### src/rtl/adc083000_sync_align.sv
// Sync-edge word aligner for the ADC083000 PHY: finds the sync sample phase and rotates the
// 4-sample stream so output sample 0 is sync-aligned. Optional counter: ADC083000_SYNC_ALIGN_OVR_COUNT_EN.
module adc083000_sync_align #(
    parameter int unsigned CONFIRM_COUNT = 4,
    parameter int unsigned OVR_WIDTH     = 16
) (
    input  logic                 adc_clk,
    input  logic                 ctrl_reset_n,
    input  logic [7:0]           adc_user_datai0,
    input  logic [7:0]           adc_user_datai1,
    input  logic [7:0]           adc_user_datai2,
    input  logic [7:0]           adc_user_datai3,
    input  logic [7:0]           adc_user_dataq0,
    input  logic [7:0]           adc_user_dataq1,
    input  logic [7:0]           adc_user_dataq2,
    input  logic [7:0]           adc_user_dataq3,
    input  logic                 adc_sync0,
    input  logic                 adc_sync1,
    input  logic                 adc_sync2,
    input  logic                 adc_sync3,
    input  logic                 adc_outofrange0,
    input  logic                 adc_outofrange1,
    input  logic                 adc_outofrange2,
    input  logic                 adc_outofrange3,
    input  logic                 align_en,
    input  logic                 ovr_clr,
    output logic [7:0]           aligned_datai0,
    output logic [7:0]           aligned_datai1,
    output logic [7:0]           aligned_datai2,
    output logic [7:0]           aligned_datai3,
    output logic [7:0]           aligned_dataq0,
    output logic [7:0]           aligned_dataq1,
    output logic [7:0]           aligned_dataq2,
    output logic [7:0]           aligned_dataq3,
    output logic [3:0]           aligned_sync,
    output logic [3:0]           aligned_outofrange,
    output logic                 data_valid,
    output logic [1:0]           phase,
    output logic                 phase_err,
    output logic                 ovr_flag,
    output logic [OVR_WIDTH-1:0] ovr_count
);

    localparam logic [1:0] SEARCH  = 2'd0;
    localparam logic [1:0] CHECK   = 2'd1;
    localparam logic [1:0] LOCKED  = 2'd2;
    localparam logic [3:0] CONFIRM = 4'(CONFIRM_COUNT);

    // Sample n of a word lives at bits [8n +: 8] (data) or bit n (sync / out-of-range).
    logic [31:0] cur_di_q, cur_di_d, cur_dq_q, cur_dq_d;
    logic [31:0] prev_di_q, prev_di_d, prev_dq_q, prev_dq_d;
    logic [3:0]  cur_sync_q, cur_sync_d, cur_oor_q, cur_oor_d;
    logic [3:0]  prev_sync_q, prev_sync_d, prev_oor_q, prev_oor_d;
    logic [31:0] out_di_q, out_di_d, out_dq_q, out_dq_d;
    logic [3:0]  out_sync_q, out_sync_d, out_oor_q, out_oor_d;
    logic [1:0]  out_phase_q, out_phase_d;
    logic        valid_q, valid_d;
    logic [1:0]  state_q, state_d, phase_q, phase_d, cand_q, cand_d;
    logic [3:0]  cnt_q, cnt_d, cnt_inc;
    logic        err_q, err_d, ovr_flag_q, ovr_flag_d;
    logic [4:0]  sync_seq;
    logic [3:0]  edge_vec;
    logic        edge_found;
    logic [1:0]  edge_k;

    always_comb begin
        cur_di_d    = {adc_user_datai3, adc_user_datai2, adc_user_datai1, adc_user_datai0};
        cur_dq_d    = {adc_user_dataq3, adc_user_dataq2, adc_user_dataq1, adc_user_dataq0};
        cur_sync_d  = {adc_sync3, adc_sync2, adc_sync1, adc_sync0};
        cur_oor_d   = {adc_outofrange3, adc_outofrange2, adc_outofrange1, adc_outofrange0};
        prev_di_d   = cur_di_q;
        prev_dq_d   = cur_dq_q;
        prev_sync_d = cur_sync_q;
        prev_oor_d  = cur_oor_q;
        // Window is {cur, prev}; shifting by k samples takes prev[k..3] then cur[0..k-1].
        out_di_d    = 32'({cur_di_q, prev_di_q} >> {phase_q, 3'b000});
        out_dq_d    = 32'({cur_dq_q, prev_dq_q} >> {phase_q, 3'b000});
        out_sync_d  = 4'({cur_sync_q, prev_sync_q} >> phase_q);
        out_oor_d   = 4'({cur_oor_q, prev_oor_q} >> phase_q);
        out_phase_d = phase_q;
        valid_d     = (state_q == LOCKED);
    end

    always_comb begin
        sync_seq   = {cur_sync_q, prev_sync_q[3]};
        edge_vec   = sync_seq[4:1] & ~sync_seq[3:0];
        edge_found = |edge_vec;
        edge_k     = 2'd0;
        for (int i = 3; i >= 0; i--) begin
            if (edge_vec[i]) edge_k = 2'(i);
        end
    end

    assign cnt_inc = cnt_q + 4'd1;

    always_comb begin
        state_d = state_q;
        phase_d = phase_q;
        cand_d  = cand_q;
        cnt_d   = cnt_q;
        err_d   = err_q;
        if (!align_en) begin
            state_d = SEARCH;
            err_d   = 1'b0;
        end else if (edge_found) begin
            case (state_q)
                SEARCH: begin
                    cand_d = edge_k;
                    cnt_d  = 4'd1;
                    if (CONFIRM <= 4'd1) begin
                        state_d = LOCKED;
                        phase_d = edge_k;
                    end else begin
                        state_d = CHECK;
                    end
                end
                CHECK: begin
                    if (edge_k == cand_q) begin
                        cnt_d = cnt_inc;
                        if (cnt_inc >= CONFIRM) begin
                            state_d = LOCKED;
                            phase_d = cand_q;
                        end
                    end else begin
                        cand_d = edge_k;
                        cnt_d  = 4'd1;
                    end
                end
                LOCKED: begin
                    // phase_q keeps the old rotation until a new lock is confirmed.
                    if (edge_k != phase_q) begin
                        err_d   = 1'b1;
                        cand_d  = edge_k;
                        cnt_d   = 4'd1;
                        state_d = CHECK;
                    end
                end
                default: state_d = SEARCH;
            endcase
        end
    end

    always_comb begin
        ovr_flag_d = ovr_flag_q;
        if (ovr_clr) begin
            ovr_flag_d = 1'b0;
        end else if (|cur_oor_q) begin
            ovr_flag_d = 1'b1;
        end
    end

    always_ff @(posedge adc_clk or negedge ctrl_reset_n) begin
        if (!ctrl_reset_n) begin
            cur_di_q    <= '0;
            cur_dq_q    <= '0;
            cur_sync_q  <= '0;
            cur_oor_q   <= '0;
            prev_di_q   <= '0;
            prev_dq_q   <= '0;
            prev_sync_q <= '0;
            prev_oor_q  <= '0;
            out_di_q    <= '0;
            out_dq_q    <= '0;
            out_sync_q  <= '0;
            out_oor_q   <= '0;
            out_phase_q <= '0;
            valid_q     <= 1'b0;
            state_q     <= SEARCH;
            phase_q     <= '0;
            cand_q      <= '0;
            cnt_q       <= '0;
            err_q       <= 1'b0;
            ovr_flag_q  <= 1'b0;
        end else begin
            cur_di_q    <= cur_di_d;
            cur_dq_q    <= cur_dq_d;
            cur_sync_q  <= cur_sync_d;
            cur_oor_q   <= cur_oor_d;
            prev_di_q   <= prev_di_d;
            prev_dq_q   <= prev_dq_d;
            prev_sync_q <= prev_sync_d;
            prev_oor_q  <= prev_oor_d;
            out_di_q    <= out_di_d;
            out_dq_q    <= out_dq_d;
            out_sync_q  <= out_sync_d;
            out_oor_q   <= out_oor_d;
            out_phase_q <= out_phase_d;
            valid_q     <= valid_d;
            state_q     <= state_d;
            phase_q     <= phase_d;
            cand_q      <= cand_d;
            cnt_q       <= cnt_d;
            err_q       <= err_d;
            ovr_flag_q  <= ovr_flag_d;
        end
    end

`ifdef ADC083000_SYNC_ALIGN_OVR_COUNT_EN
    logic [OVR_WIDTH-1:0] ovr_count_q, ovr_count_d;

    always_comb begin
        ovr_count_d = ovr_count_q;
        if (ovr_clr) begin
            ovr_count_d = '0;
        end else if ((|cur_oor_q) && !(&ovr_count_q)) begin
            ovr_count_d = ovr_count_q + 1'b1;
        end
    end

    always_ff @(posedge adc_clk or negedge ctrl_reset_n) begin
        if (!ctrl_reset_n) begin
            ovr_count_q <= '0;
        end else begin
            ovr_count_q <= ovr_count_d;
        end
    end

    assign ovr_count = ovr_count_q;
`else
    assign ovr_count = '0;
`endif

    assign aligned_datai0     = out_di_q[7:0];
    assign aligned_datai1     = out_di_q[15:8];
    assign aligned_datai2     = out_di_q[23:16];
    assign aligned_datai3     = out_di_q[31:24];
    assign aligned_dataq0     = out_dq_q[7:0];
    assign aligned_dataq1     = out_dq_q[15:8];
    assign aligned_dataq2     = out_dq_q[23:16];
    assign aligned_dataq3     = out_dq_q[31:24];
    assign aligned_sync       = out_sync_q;
    assign aligned_outofrange = out_oor_q;
    assign data_valid         = valid_q;
    assign phase              = out_phase_q;
    assign phase_err          = err_q;
    assign ovr_flag           = ovr_flag_q;

endmodule

### config.mk
export PLATFORM = sky130hd
export DESIGN_NAME = adc083000_sync_align
export DESIGN_NICKNAME = d
export VERILOG_FILES = /design/src/rtl/adc083000_sync_align.sv
export SDC_FILE = /design/constraint.sdc
export NUM_CORES = 1
export LEC_CHECK = 0
export BUFFER_PORTS_ARGS = -buffer_cell sky130_fd_sc_hd__buf_4
export CAP_MARGIN = 25
export CORE_MARGIN = 2
export CORE_UTILIZATION = 30
export DETAILED_ROUTE_END_ITERATION = 16
export PLACE_DENSITY = 0.55
export SYNTH_ARGS = -nofsm -noshare
export SYNTH_HDL_FRONTEND = slang
export SYNTH_SLANG_ARGS = --single-unit
### constraint.sdc
create_clock -name adc_clk -period 4.1 [get_ports adc_clk]
set_input_delay 0.615 -clock adc_clk [delete_from_list [all_inputs] [get_ports adc_clk]]
set_output_delay 0.615 -clock adc_clk [all_outputs]
set_load 0.005 [all_outputs]
==> flow_summary.yaml <==
logic_synthesis:
  muxShareOfSynthArea: 0.208
  async_flop_share: 1.00
  synth_top_area_frac: 0.713
  synth_compound_area_frac: 0.0207
  ys_ff_latch: 231
  synth_top_area_cell: "dfrtp_1"
  synth_simple_gate_area_share: 0.0219
  synth-xor-area-share: 0.00648
  yosysSeqAreaShare: 0.713
  synth_adder_area_share: 0.00154
  synthDistinctLibCells: 37
  avgSynthCellArea_um2: 20.2
  synth-edff-count: 0
  yosysWarnings: 0
  syn-cell-area_um2: 8100
  synth_top_family_by_area: "multiplexers"
  synth_cells: 402
  synth_area_leaders: "dfrtp_1 (71%), mux4_2 (19%), buf_4 (1.5%)"
  synth_top_flop_cell: "dfrtp_1"
setup_path:
  cp_max_fo: 48
  worstSetupPathType: "reg2reg"
  cp.arrival_ns: 2.50
  worst_setup_path_end_kind: "flop"
  path_cells: "xnor2_1 -> nand2_2 -> a21oi_4 -> mux2_2"
  critPathMaxStageDelay_ns: 0.97
  cpLargestDelayFamily: "flip-flops"
  startpoint_type: "flop"
  crit_slowest_cell: "dfrtp_4"
  path_buf_inv: 0
  worstPathRequired_ns: 4.50
floorplanning:
  num_io_pins: 169
  die_h_um: 168
  core_um2: 26700
  die_area_um2: 28300
  dieWidth_um: 168
  rows: 60
  initial_utilization: 0.303
timing:
  finalSetupViolations: 0
  slew_violations: 0
  hold_viol_final: 0
  worst_slew_pin_slew_ns: 0.823
  setup_tns_ns: 0
  rsz0062_at_grt: "no"
  fmax_ghz: 0.476
  post-route-period-util: 0.512
  min_period_ns: 2.10
  relSlewSlack: 0.451
  skew_ns: 0.0185
grt:
  grt_use_total: 0.112
  gr-total-overflow: 0
  grt_pass1_vias: 4536
  grt_pass1_wl_um: 25200
  grt_max_degree: 107
  antenna_found_initial: 0
clock_network:
  hold_buffers: 0
  path_clk_slew_ns: 0.06
  clockRootBuffer: "clkbuf_16"
  cts_setup_buffers: 0
  clock_latency_ns: 0.54
  cts.sinks: 231
  cts_tree: "built"
  cts_buffer_depth: 3
  cts_resized: 0
  h-tree-depth: 1
  numCtsBuffers: 27
place:
  io_buffers: 152
  gp_congestion: 0.729
  dpl.hpwl_um: 10500
power:
  total_power_mw: 7.03
  power_density_nw_per_um2: 667
  power.leakage_nw: 4.55
  ir_worst_vdd_v: 0.000284
finish:
  drive_above_1_share: 0.479
  diodes: 0
  areaGrowthSynthToFinish_pct: 30.2
  layout_commonest_cell: "dfrtp_1"
  final_cell_mix: "dfrtp_1 (229), buf_4 (154), mux4_2 (69)"
  nets: 647
drt:
  drc_errors: 0
  vias: 4115
  avgViaCountPerCell: 4.42
  dr.pass1.iters: 4
  drt_iter0_markers: 174
  wl_um: 15700
  wl_per_cell_um: 16.8
  ant_nets: 0
min_path:
  hold_path_class: "in2async"
status:
  status: "finished, final reports clean"
flow_run:
  maxCapViolCount: 0
synth_stat cells (2+ instances only):
library cell,instances
a211o_1,2
a21oi_1,4
a31oi_1,4
buf_2,17
buf_4,16
dfrtp_1,231
inv_1,4
mux2_1,3
mux2_2,2
mux4_1,3
mux4_2,69
nand2_1,3
nand2b_1,4
nand3_1,2
nor2_1,5
nor2_2,2
nor3_1,3
nor4_1,2
o21ai_0,3
xnor2_1,6
metrics by stage:
step | cell area (um^2) | hold slack [ns] | util | std cells | setup slack, ns
after floorplan | 8160 | 0.319 | - | 417 | 2.26
after global placement | 9600 | 0.331 | 0.359 | 882 | 2.01
after detailed placement | 9600 | 0.335 | 0.359 | 882 | 1.95
after CTS | 10600 | 0.150 | 0.395 | 932 | 1.95
after global routing | 10600 | 0.147 | 0.395 | 932 | 1.84
final | 10600 | 0.116 | 0.395 | 932 | 2.00
final timing paths:
kind / depth (start not counted) / startpoint / endpoint / slack [ns]
min in group adc_clk: 1 / adc_user_dataq0[1] / cur_dq_q[1] / 0.18
max in group asynchronous: 2 / ctrl_reset_n / cur_di_q[17] / 3.06
hold / removal: 1 / ctrl_reset_n / out_dq_q[24] / 0.12
setup reg to reg: 4 / out_phase_d[0] / cand_q[0] / 2.00
setup / recovery: 4 / out_phase_d[0] / cand_q[0] / 2.00
hold reg to reg: 0 / cur_dq_q[28] / prev_dq_q[28] / 0.35
registers in the layout, indices dropped and copies added (netlist names), 32 cells and up:
name and count:
prev_di_q 32, out_dq_q 32, out_di_q 32, prev_dq_q 32, cur_dq_q 32, cur_di_q 32
worst register-to-register path, cell delays in order (launching register included):
cell and delay, ns:
dfrtp_4 0.97, xnor2_1 0.25, nand2_2 0.13, a21oi_4 0.25, mux2_2 0.38
per-layer routing:
| layer | track usage | vias to the layer above | wire, um |
|---|---|---|---|
| li1 | - | 1796 | - |
| met1 | 0.148 | 2143 | 6370 |
| met2 | 0.180 | 148 | 7710 |
| met3 | 0.0329 | 28 | 1290 |
| met4 | 0.0360 | 0 | 339 |
| met5 | 0 | - | 0 |
power breakdown:
group	total (mW)	switching [mW]	internal (mW)	leakage, nW
Sequential	3.06	0.363	2.70	2.71
Clock	2.48	0.918	1.57	0.461
Combinational	1.49	0.497	0.992	1.38
cell type report:
| type | instances | area, um^2 |
|---|---|---|
| tap | 341 | 427 |
| sequential | 231 | 5790 |
| clock inverter | 10 | 175 |
| multi-input combinational | 149 | 2160 |
| fill | 2443 | 16200 |
| clock buffer | 40 | 774 |
| inverter | 4 | 15.0 |
| timing repair buffer | 157 | 1210 |
cell families (layout without fill, tap and decap cells):
logic type	count (synthesis)	count (layout)
AOI/OAI and AO/OA	20	20
xor gates and xnor gates	6	6
adders and majority gates	1	1
buffers and inverters	37	211
DFF	231	231
muxes	77	77
other	1	16
and+or+nand+nor	29	29
No activity file was read; power rests on OpenSTA's default activity.
